==> config.mk <==
export PLATFORM = sky130hd
export DESIGN_NAME = signed_product_accumulator
export DESIGN_NICKNAME = d
export VERILOG_FILES = /design/src/rtl/signed_product_accumulator.sv
export SDC_FILE = /design/constraint.sdc
export NUM_CORES = 1
export LEC_CHECK = 0
export CAP_MARGIN = 20
export CORE_MARGIN = 2
export CORE_UTILIZATION = 54
export CTS_BUF_LIST = sky130_fd_sc_hd__clkbuf_16
export CTS_CLUSTER_DIAMETER = 40
export DETAILED_ROUTE_END_ITERATION = 10
export GPL_TIMING_DRIVEN = 1
export PLACE_DENSITY = 0.84
export SLEW_MARGIN = 25
export SYNTH_ARGS = -nofsm -noshare
export SYNTH_HDL_FRONTEND = slang
export SYNTH_SLANG_ARGS = --single-unit
==> constraint.sdc <==
create_clock -name clk -period 3.3 [get_ports clk]
set_input_delay 0.66 -clock clk [delete_from_list [all_inputs] [get_ports clk]]
set_output_delay 0.66 -clock clk [all_outputs]
set_load 0.005 [all_outputs]
==> src/rtl/signed_product_accumulator.sv <==
// Accumulates a valid/ready stream of 8-bit signed products into per-frame sums.
// Each in_last closes a frame and registers its sum, sample count and sticky overflow flag.
module signed_product_accumulator #(
  parameter int ACC_WIDTH = 12,
  parameter int CNT_WIDTH = 8,
  parameter bit SATURATE  = 1'b1
) (
  input  logic                 clk,
  input  logic                 rst,
  input  logic                 in_valid,
  output logic                 in_ready,
  input  logic [7:0]           in_product,
  input  logic                 in_last,
  output logic                 out_valid,
  input  logic                 out_ready,
  output logic [ACC_WIDTH-1:0] out_sum,
  output logic [CNT_WIDTH-1:0] out_count,
  output logic                 out_overflow
);

  typedef enum logic {ACCUM = 1'b0, HOLD = 1'b1} state_t;

  localparam logic [ACC_WIDTH-1:0] ACC_MAX = {1'b0, {(ACC_WIDTH-1){1'b1}}};
  localparam logic [ACC_WIDTH-1:0] ACC_MIN = {1'b1, {(ACC_WIDTH-1){1'b0}}};

  state_t               r_state;
  logic [ACC_WIDTH-1:0] r_acc;
  logic [CNT_WIDTH-1:0] r_cnt;
  logic                 r_ovf;
  logic [ACC_WIDTH-1:0] r_out_sum;
  logic [CNT_WIDTH-1:0] r_out_count;
  logic                 r_out_overflow;

  logic                 w_accept;
  logic                 w_out_hs;
  logic [ACC_WIDTH:0]   w_ext;
  logic [ACC_WIDTH:0]   w_sum;
  logic                 w_ovf;
  logic [ACC_WIDTH-1:0] w_next_acc;
  logic [CNT_WIDTH-1:0] w_cnt_inc;

  assign out_valid    = (r_state == HOLD);
  assign out_sum      = r_out_sum;
  assign out_count    = r_out_count;
  assign out_overflow = r_out_overflow;

  // One result slot: a held result blocks input until it is consumed.
  assign in_ready = !out_valid || out_ready;
  assign w_accept = in_valid && in_ready;
  assign w_out_hs = out_valid && out_ready;

  always_comb begin
    w_ext      = {{(ACC_WIDTH-7){in_product[7]}}, in_product};
    w_sum      = {r_acc[ACC_WIDTH-1], r_acc} + w_ext;
    w_ovf      = w_sum[ACC_WIDTH] ^ w_sum[ACC_WIDTH-1];
    w_next_acc = w_sum[ACC_WIDTH-1:0];
    if (SATURATE && w_ovf) begin
      w_next_acc = w_sum[ACC_WIDTH] ? ACC_MIN : ACC_MAX;
    end
    w_cnt_inc = (&r_cnt) ? r_cnt : r_cnt + 1'b1;
  end

  always_ff @(posedge clk or posedge rst) begin
    if (rst) begin
      r_state        <= ACCUM;
      r_acc          <= '0;
      r_cnt          <= '0;
      r_ovf          <= 1'b0;
      r_out_sum      <= '0;
      r_out_count    <= '0;
      r_out_overflow <= 1'b0;
    end else begin
      if (w_accept && in_last) begin
        r_out_sum      <= w_next_acc;
        r_out_count    <= w_cnt_inc;
        r_out_overflow <= r_ovf | w_ovf;
        r_acc          <= '0;
        r_cnt          <= '0;
        r_ovf          <= 1'b0;
        r_state        <= HOLD;
      end else begin
        if (w_accept) begin
          r_acc <= w_next_acc;
          r_cnt <= w_cnt_inc;
          r_ovf <= r_ovf | w_ovf;
        end
        if (w_out_hs) begin
          r_state <= ACCUM;
        end
      end
    end
  end

endmodule
==> flow_metrics.py <==
metrics = {
    "routing": {
        "vias": 2164,
        "wire_per_inst_um": 15.66,
        "wl_mm": 5.874,
        "drtPass1Iterations": 4,
        "drt_iter0_drc": 159,
        "avgViaCountPerCell": 5.771,
        "drcViolationCount": 0,
        "drtAntennaViolNets": 0,
    },
    "grt": {
        "grt_pass1_wl_mm": 10.09,
        "grt_overflow_total": 0,
        "grt_pass1_vias": 2275,
        "grt_max_degree": 44,
        "antenna_found_initial": 0,
        "grt.total_usage": 0.2498,
    },
    "clock_tree": {
        "path_clk_slew_ps": 60,
        "cts_tree": "yes",
        "numCtsBuffers": 5,
        "post_cts_buffers": 0,
        "clk_latency_ps": 280,
        "cts_max_level": 2,
        "root_buffer": "clkbuf_16",
        "cts_buffer_depth": 2,
        "cts_sinks": 43,
    },
    "yosys": {
        "async_reset_ff_frac": 1.000,
        "synth_top_flop_cell": "dfrtp_1",
        "syn_inst": 273,
        "synth_warnings": 0,
        "seq_area_frac_synth": 0.4294,
        "yosys.area.top_type": "dfrtp_1",
        "yosys.cell_count.top_type": "nand2_1",
        "synthTopCellsByArea": "dfrtp_1 43%, nand2_1 6.9%, ha_1 6.5%",
        "yosys.area.top_type_share": 0.4294,
        "syn-mean-instance-area_um2": 9.180,
        "synthesis.nets": 300,
        "synth-edff-count": 0,
        "ys_ff_latch": 43,
        "synth_common_cells": "46 x nand2_1, 43 x dfrtp_1, 21 x o21ai_0",
        "ys_types": 44,
        "syn_area_um2": 2506,
    },
    "die": {
        "core_um2": 4414,
        "start_util": 0.5677,
        "fp.dieH_um": 72.13,
        "dieArea_um2": 5202,
        "pin_count": 36,
        "dieWidth_um": 72.13,
        "rows": 24,
    },
    "power_and_ir_drop": {
        "total_leakage_power_uw": 0.001412,
        "power_frac_comb": 0.538,
        "seq_power_share": 0.290,
        "sw_frac_of_total": 0.3811,
        "clockPowerShare": 0.172,
        "peakVddDrop_v": 0.0004826,
        "p_sw_uw": 1050,
        "power_density_nw_per_um2": 876.0,
        "p_int_uw": 1705,
    },
    "finish": {
        "fillers": 352,
        "nets": 349,
        "final_area_um2": 3146,
        "synthToLayoutAreaGrowth_pct": 25.51,
        "drive_gt1_frac": 0.1176,
        "antenna_cells": 0,
    },
    "worst_setup_path": {
        "cp_max_fo": 8,
        "critPathCaptureType": "flop",
        "reg2reg_slack_ps": 710,
        "reg2regPathDepth": 10,
        "r2r_end": "r_acc[3]",
        "worst-setup-path-type": "input pin to flop",
        "arrival_ps": 3280,
        "startpoint_type": "input pin",
        "required_ps": 3490,
        "rr_startpoint": "r_acc[0]",
    },
    "min_path": {
        "min_path_type": "flop to flop",
        "min_to": "out_count[0]",
        "min_from": "out_count[0]",
        "holdPathStages": 2,
    },
    "place": {
        "gp_congestion": 0.8900,
        "post-dp-hpwl_mm": 4.281,
        "portBuffers": 35,
        "placed_area_um2": 3000,
    },
    "outcome": {
        "status": "completed",
    },
    "sta": {
        "fmax_mhz": 323.5,
        "period_share": 0.9368,
        "slew_headroom": 0.6265,
        "fin_skew_ps": 5.725,
        "whs_ps": 478.2,
        "hold_viol_final": 0,
        "min_period_ps": 3091,
        "worst_pin_slew_ps": 558.1,
        "rsz0062_at_grt": "false",
        "setup_viol": 0,
        "drv_slew": 0,
    },
    "flow_run": {
        "cap_violations": 0,
    },
}
-- worst max path at each step --
stage / slack, ps / end / startpoint
finish: 210 / r_acc[3] / in_product[0]
detailed placement: -100 / r_acc[3] / in_product[0]
floorplan: 520 / out_sum[2] / in_product[0]
global placement: 10 / r_acc[3] / in_product[0]
global route: 10 / r_acc[3] / in_product[0]
CTS: 190 / r_acc[3] / in_product[0]
-- through the flow --
step	power (uW)	cells	setup slack, ps	setup TNS (ps)	utilization
floorplan	1758	273	520.0	0	-
global placement	2220	367	14.59	0	0.6797
detailed placement	2262	367	-96.00	-897.2	0.6797
CTS	2748	375	185.7	0	0.7117
global route	2955	375	10.25	0	0.7126
finish	2755	375	208.5	0	0.7126
-- metal layers --
layer	global-route usage	routed length, um
met5	0	0
met1	0.3415	2749
met4	0.07547	65
met2	0.4088	2785
met3	0.04306	272
-- critical path: stages --
cell and delay, ps:
clkdlybuf4s50_1 470, ha_1 210, inv_1 70, fa_1 380
nand2b_1 190, a21oi_2 200, o21a_1 170, o21ai_1 80
a22o_1 310, maj3_2 340, o31ai_1 190
-- logic make-up after synthesis --
group,count (synthesis),share of synthesized area
compound gates,86,0.2097
flops,43,0.4294
mux,4,0.01697
xor+xnor,12,0.04493
fa+ha+maj,22,0.1088
buf+inv,21,0.03445
simple gates,85,0.1558
-- registers in the layout, indices dropped and copies added (netlist names) --
name and count:
r_acc 12, out_count 8, out_valid 1, out_sum 12
r_ovf 1, r_cnt 8, out_overflow 1
-- power by group through the flow --
stage	logic (uW)	clock network [uW]	registers, uW
floorplan	967	0	791
global placement	1420	0	799
detailed placement	1460	0	805
CTS	1470	476	799
global route	1640	497	820
finish	1480	475	799
-- layout make-up --
class	instances	area (um^2)	area share
clock buffers	5	125.1	0.03978
clock inverters	3	16.27	0.005171
inverters	12	45.04	0.01432
multi-input cells	209	1348	0.4284
flip-flops and latches	43	1076	0.3421
well taps	52	65.06	0.02068
repair buffers	51	470.5	0.1496
-- cells in the final DEF (no fill, tap or decap), drive strengths merged, types with 8 or more instances in the layout --
cell | synthesis | final
xnor2 | 8 | 8
clkdlybuf4s50 | 0 | 35
nand2 | 46 | 46
maj3 | 8 | 8
buf | 1 | 16
o21ai | 41 | 41
dfrtp | 43 | 43
ha | 13 | 13
inv | 12 | 13
a21oi | 19 | 19
nor2 | 12 | 12
-- timing repair --
item                       4_1_cts  5_1_grt
hold buffers                     0        0
resized for setup                0        1
setup endpoints to repair        0        2
No activity file was read; power rests on OpenSTA's default activity.
